$ cat src/rtl/uart_tx_fifo_pkg.sv
// Shared constants and FSM state encoding for the buffered UART transmitter.
package uart_tx_fifo_pkg;

    localparam int unsigned UART_CLKS_PER_BIT = 868;
    localparam int unsigned UART_FIFO_DEPTH   = 16;
    localparam int unsigned UART_DATA_BITS    = 8;

    typedef enum logic [1:0] {
        TX_IDLE  = 2'd0,
        TX_START = 2'd1,
        TX_DATA  = 2'd2,
        TX_STOP  = 2'd3
    } tx_state_e;

endpackage

$ cat src/rtl/uart_tx_fifo_sync_fifo.sv
// Single-clock circular FIFO with registered status; reused by the UART RX path later.
module sync_fifo #(
    parameter int unsigned WIDTH = 8,
    parameter int unsigned DEPTH = 16
) (
    input  logic                     clk,
    input  logic                     rst_n,
    input  logic                     push,
    input  logic [WIDTH-1:0]         wr_data,
    input  logic                     pop,
    output logic [WIDTH-1:0]         rd_data_c,
    output logic                     full,
    output logic                     empty,
    output logic [$clog2(DEPTH):0]   count
);

    localparam int unsigned AW = $clog2(DEPTH);
    localparam int unsigned CW = AW + 1;

    logic [WIDTH-1:0] mem [DEPTH];
    logic [AW-1:0]    wr_ptr;
    logic [AW-1:0]    rd_ptr;
    logic [CW-1:0]    count_d;
    logic             push_ok;
    logic             pop_ok;

    // Full/empty are evaluated before the edge, so a push while full is dropped even with a pop.
    assign push_ok   = push & ~full;
    assign pop_ok    = pop & ~empty;
    assign rd_data_c = mem[rd_ptr];

    always_comb begin
        count_d = count;
        case ({push_ok, pop_ok})
            2'b10:   count_d = count + CW'(1);
            2'b01:   count_d = count - CW'(1);
            default: count_d = count;
        endcase
    end

    always_ff @(posedge clk or negedge rst_n) begin
        if (!rst_n) begin
            wr_ptr <= '0;
            rd_ptr <= '0;
            count  <= '0;
            full   <= 1'b0;
            empty  <= 1'b1;
        end else begin
            if (push_ok) wr_ptr <= wr_ptr + AW'(1);
            if (pop_ok)  rd_ptr <= rd_ptr + AW'(1);
            count <= count_d;
            full  <= (count_d == CW'(DEPTH));
            empty <= (count_d == '0);
        end
    end

    // Storage needs no reset; pointers define validity.
    always_ff @(posedge clk) begin
        if (push_ok) mem[wr_ptr] <= wr_data;
    end

endmodule

$ cat src/rtl/uart_tx_fifo.sv
// Buffered 8N1 UART transmitter: byte FIFO feeding a baud-timed serializer.
module uart_tx_fifo
    import uart_tx_fifo_pkg::*;
#(
    parameter int unsigned CLKS_PER_BIT = UART_CLKS_PER_BIT,
    parameter int unsigned FIFO_DEPTH   = UART_FIFO_DEPTH
) (
    input  logic                          CLK100MHZ,
    input  logic                          CPU_RESETN,
    input  logic                          wr_en,
    input  logic [7:0]                    wr_data,
    input  logic                          clr_overflow,
    output logic                          fifo_full,
    output logic                          fifo_empty,
    output logic [$clog2(FIFO_DEPTH):0]   fifo_count,
    output logic                          tx_busy,
    output logic                          overflow,
    output logic                          uart_rxd_out
);

    localparam int unsigned BW = $clog2(CLKS_PER_BIT);
    localparam logic [BW-1:0] BAUD_LAST = BW'(CLKS_PER_BIT - 1);

    tx_state_e   state_q, state_d;
    logic [BW-1:0] baud_q, baud_d;
    logic [2:0]  bit_q, bit_d;
    logic [7:0]  shift_q, shift_d;
    logic        line_q, line_d;
    logic        busy_q;
    logic        ovf_q;
    logic        pop_c;
    logic        baud_last_c;
    logic [7:0]  head_c;

    sync_fifo #(
        .WIDTH (UART_DATA_BITS),
        .DEPTH (FIFO_DEPTH)
    ) u_fifo (
        .clk       (CLK100MHZ),
        .rst_n     (CPU_RESETN),
        .push      (wr_en),
        .wr_data   (wr_data),
        .pop       (pop_c),
        .rd_data_c (head_c),
        .full      (fifo_full),
        .empty     (fifo_empty),
        .count     (fifo_count)
    );

    assign baud_last_c = (baud_q == BAUD_LAST);

    // Next-state and next-line logic; line is registered so the pin never glitches.
    always_comb begin
        state_d = state_q;
        baud_d  = baud_q;
        bit_d   = bit_q;
        shift_d = shift_q;
        line_d  = line_q;
        pop_c   = 1'b0;
        case (state_q)
            TX_IDLE: begin
                line_d = 1'b1;
                baud_d = '0;
                bit_d  = '0;
                if (!fifo_empty) begin
                    pop_c   = 1'b1;
                    shift_d = head_c;
                    line_d  = 1'b0;
                    state_d = TX_START;
                end
            end
            TX_START: begin
                if (baud_last_c) begin
                    baud_d  = '0;
                    bit_d   = '0;
                    line_d  = shift_q[0];
                    state_d = TX_DATA;
                end else begin
                    baud_d = baud_q + BW'(1);
                end
            end
            TX_DATA: begin
                if (baud_last_c) begin
                    baud_d = '0;
                    if (bit_q == 3'd7) begin
                        line_d  = 1'b1;
                        state_d = TX_STOP;
                    end else begin
                        bit_d   = bit_q + 3'd1;
                        shift_d = {1'b0, shift_q[7:1]};
                        line_d  = shift_q[1];
                    end
                end else begin
                    baud_d = baud_q + BW'(1);
                end
            end
            TX_STOP: begin
                if (baud_last_c) begin
                    baud_d = '0;
                    if (!fifo_empty) begin
                        pop_c   = 1'b1;
                        shift_d = head_c;
                        line_d  = 1'b0;
                        state_d = TX_START;
                    end else begin
                        line_d  = 1'b1;
                        state_d = TX_IDLE;
                    end
                end else begin
                    baud_d = baud_q + BW'(1);
                end
            end
            default: begin
                line_d  = 1'b1;
                state_d = TX_IDLE;
            end
        endcase
    end

    always_ff @(posedge CLK100MHZ or negedge CPU_RESETN) begin
        if (!CPU_RESETN) begin
            state_q <= TX_IDLE;
            baud_q  <= '0;
            bit_q   <= '0;
            shift_q <= '0;
            line_q  <= 1'b1;
            busy_q  <= 1'b0;
        end else begin
            state_q <= state_d;
            baud_q  <= baud_d;
            bit_q   <= bit_d;
            shift_q <= shift_d;
            line_q  <= line_d;
            busy_q  <= (state_d != TX_IDLE);
        end
    end

    // Sticky overflow: a dropped write beats a same-edge clear.
    always_ff @(posedge CLK100MHZ or negedge CPU_RESETN) begin
        if (!CPU_RESETN) begin
            ovf_q <= 1'b0;
        end else if (wr_en && fifo_full) begin
            ovf_q <= 1'b1;
        end else if (clr_overflow) begin
            ovf_q <= 1'b0;
        end
    end

    assign uart_rxd_out = line_q;
    assign tx_busy      = busy_q;
    assign overflow     = ovf_q;

endmodule

$ cat config.mk
export PLATFORM = sky130hd
export DESIGN_NAME = uart_tx_fifo
export DESIGN_NICKNAME = d
export VERILOG_FILES = /design/src/rtl/uart_tx_fifo_pkg.sv /design/src/rtl/uart_tx_fifo_sync_fifo.sv /design/src/rtl/uart_tx_fifo.sv
export SDC_FILE = /design/constraint.sdc
export NUM_CORES = 1
export LEC_CHECK = 0
export BUFFER_PORTS_ARGS = -buffer_cell sky130_fd_sc_hd__buf_2
export CAP_MARGIN = 20
export CORE_ASPECT_RATIO = 0.7
export CORE_MARGIN = 4
export CORE_UTILIZATION = 56
export CTS_BUF_LIST = sky130_fd_sc_hd__clkbuf_4 sky130_fd_sc_hd__clkbuf_8
export DETAILED_ROUTE_END_ITERATION = 6
export GPL_TIMING_DRIVEN = 1
export HOLD_SLACK_MARGIN = 0.15
export PLACE_DENSITY_LB_ADDON = 0.12
export SLEW_MARGIN = 5
export SYNTH_ARGS = -nofsm -noshare
export SYNTH_HDL_FRONTEND = slang
export SYNTH_HIERARCHICAL = 1
export SYNTH_SLANG_ARGS = --single-unit
$ cat constraint.sdc
create_clock -name CLK100MHZ -period 3.5 [get_ports CLK100MHZ]
set_input_delay 1.05 -clock CLK100MHZ [delete_from_list [all_inputs] [get_ports CLK100MHZ]]
set_output_delay 1.05 -clock CLK100MHZ [all_outputs]
set_load 0.02 [all_outputs]
==> impl_metrics.csv <==
group,metric,value,unit
yosys,synth_warnings,6,
yosys,synth.area.top_cells,"edfxtp_1, dfrtp_1, mux4_1",
grt,antenna_found_initial,0,
cells_and_area,area_growth,9.74,%
cells_and_area,final_nets,467,
drt,first_pass_iters,4,
yosys,yosysSeqAreaShare,66.2,%
yosys,synthMuxAreaShare,16.9,%
drt,totalWireLength,13.9,mm
yosys,synth-main-ff-cell,"edfxtp_1",
hold_path,hold_class,"reg -> reg",
drt,drc_errors,0,
cells_and_area,layout_commonest_cell,"edfxtp_1",
sta,setup_viol_count_final,0,
yosys,synth_top_cell_area_share,52.2,%
outcome,status,"finished, final reports clean",
critical_path,setup.worst_path.end_class,"flip-flop",
sta,finalMaxSlewViolations,0,
clock_tree,clock_latency,0.44,ns
clock_tree,cts_made_buffers,17,
critical_path,worstPathArrival,3.57,ns
critical_path,required,3.85,ns
sta,tns,0,ns
yosys,syn_area_per_cell,18.0,µm²
yosys,synth_area,7360,µm²
placed_design,place.port_buffers,21,
die,core_area,12600,µm²
yosys,synth_area_leader_cell,"edfxtp_1",
die,ios,22,
clock_tree,h-tree-depth,4,
yosys,synth_compound_area_share,2.77,%
placed_design,hpwl,8.73,mm
die,initial_core_util,58.3,%
sta,worstMarginPinSlew,0.928,ns
yosys,synth_nets,438,
grt,grt_pass1_vias,3758,
power_and_ir_drop,cellPowerDensity,777,nW/µm²
yosys,synthArstFlopShare,24.3,%
drt,via_per_inst,6.03,
grt,grt_pass1_wl,21.9,mm
die,die_w,145,µm
clock_tree,cts-root-buf,"clkbuf_8",
drt,first_iter_violations,300,
die,std_cell_rows,34,
drt,vias,3702,
cells_and_area,seq_area,4870,µm²
cells_and_area,multiInputGateArea,2350,µm²
cells_and_area,nFillCells,898,
power_and_ir_drop,total_power,6.28,mW
yosys,netlist_instances,410,
job,drv_cap,0,
clock_tree,cts_tree,"done",
critical_path,crit_type,"reg -> reg",
sta,timing.fmax,0.310,GHz
yosys,synth-edff-count,128,
yosys,synth-simple-area-share,7.12,%
cells_and_area,final_cell_mix,"edfxtp_1, dfrtp_1, mux4_1, buf_2",
cells_and_area,drive_above_1_share,22.6,%
critical_path,cp_max_fo,4,
placed_design,globalplace.congestion,0.870,
drt,wl_per_cell,22.6,µm
grt,grt_max_degree,42,
sta,fin_crit_sh,92.1,%
power_and_ir_drop,power.leakage,2.96,nW
clock_tree,clkTransAtPathRegs,0.10,ns
critical_path,cp-start-kind,"flip-flop",
yosys,synth.ff_latch_count,169,
sta,period_minus_slack,3.22,ns
cells_and_area,antenna_cells,0,
grt,grt-ovfl-total,0,
drt,drt.antenna.violating_nets,0,
clock_tree,clock_sinks,169,
yosys,synth_top_family_by_area,"multiplexers",
sta,slew_headroom,38.1,%
yosys,synth.distinct_cells,50,
sta,hold_viol,0,
yosys,synth_adder_area_share,2.72,%
die,die_area,15100,µm²
clock_tree,clock_path_buffers,2,
die,die_h,104,µm
grt,track_usage,19.4,%
power_and_ir_drop,max-vdd-ir-drop,0.000476,V
yosys,synth-xor-area-share,2.26,%
sta,worst_clock_skew,0.0149,ns
state kept, by name, summed over array words and instances, names as in the netlist:
name	cells
tx_busy	1
uart_rxd_out	1
u_fifo/rd_ptr	4
u_fifo/mem	128
u_fifo/count	5
u_fifo/empty	1
u_fifo/full	1
bit_q	3
u_fifo/wr_ptr	4
overflow	1
shift_q	8
baud_q	10
state_q	2
power breakdown:
part | leakage [nW] | switching, mW | total [mW] | internal [mW]
sequential | 1.67 | 0.292 | 2.79 | 2.50
clock | 0.219 | 0.757 | 1.50 | 0.739
combinational | 1.07 | 0.970 | 1.99 | 1.02
total | 2.96 | 2.02 | 6.28 | 4.26
through the flow:
stage / instance area [µm²] / instances / util [%] / setup WS, ns / hold slack (ns)
2_1_floorplan: 7360 / 410 / - / 0.264 / 0.452
5_1_grt: 8080 / 614 / 64.0 / -0.0213 / 0.535
3_3_place_gp: 7620 / 580 / 60.3 / 0.291 / 0.468
6_report: 8080 / 614 / 64.0 / 0.278 / 0.500
3_5_place_dp: 7620 / 580 / 60.3 / 0.145 / 0.485
4_1_cts: 8050 / 612 / 63.7 / 0.109 / 0.504
critical path, stage by stage (launching register included):
cell	delay [ns]
dfrtp_1	0.41
ha_1	0.24
nor3b_4	0.25
and3_1	0.22
a21oi_1	0.09
nor3_2	0.19
nor2b_1	0.21
ha_1	0.21
xor2_1	0.08
ha_1	0.22
a21oi_1	0.16
mux2i_1	0.23
xnor2_1	0.12
or2_2	0.32
nor3b_1	0.19
worst paths after layout:
kind                       startpoint                to  slack, ns  depth (start not counted)
hold reg to reg             baud_q[0]         baud_q[0]       0.50                          1
setup / recovery            baud_q[0]       u_fifo/full       0.28                         14
max in group asynchronous  CPU_RESETN  u_fifo/rd_ptr[0]       2.12                          1
hold / removal              baud_q[0]         baud_q[0]       0.50                          1
setup reg to reg            baud_q[0]       u_fifo/full       0.28                         14
min in group asynchronous  CPU_RESETN          bit_q[2]       0.74                          1
layout make-up:
class / count / share of cell area [%]
inverters: 10 / 0.465
clock buffers: 17 / 2.90
multi-input cells: 212 / 29.1
well taps: 162 / 2.51
clock inverters: 15 / 2.49
repair buffers: 29 / 2.20
flip-flops and latches: 169 / 60.3
routing by layer:
| metal | part of all wire [%] | up-vias | GRT usage [%] | wire length, µm |
|---|---|---|---|---|
| met1 | 47 | 1901 | 29.4 | 6470 |
| li1 | - | 1688 | - | - |
| met3 | 7.1 | 6 | 6.05 | 982 |
| met4 | 0.41 | 0 | 5.08 | 57 |
| met2 | 46 | 107 | 27.4 | 6340 |
| met5 | 0 | - | 0 | 0 |
cell usage after synthesis, drive strengths merged (4+ instances only):
cell type / count
mux4: 40
buf: 10
nand2: 10
edfxtp: 128
clkbuf: 9
xnor2: 12
dfrtp: 39
nor2b: 5
nor2: 17
ha: 16
nand3: 5
nor3: 8
mux2: 19
nor3b: 4
a21oi: 8
nand4: 4
xor2: 7
inv: 10
o21ai: 5
and2: 18
and3: 4
repair_timing:
action	4_1_cts	5_1_grt
hold buffers	0	0
gates resized for setup	0	2
buffers inserted	0	2
endpoints found under the hold margin	0	0
endpoints found under the setup margin	0	2
logic make-up after synthesis:
logic type | Yosys count
flip-flops | 169
AND/OR/NAND/NOR | 89
multiplexers | 61
buffers and inverters | 29
AO/OA/AOI/OAI | 27
XOR/XNOR | 19
adder cells (fa/ha/maj) | 16
Power figures use the tool's default switching activity.
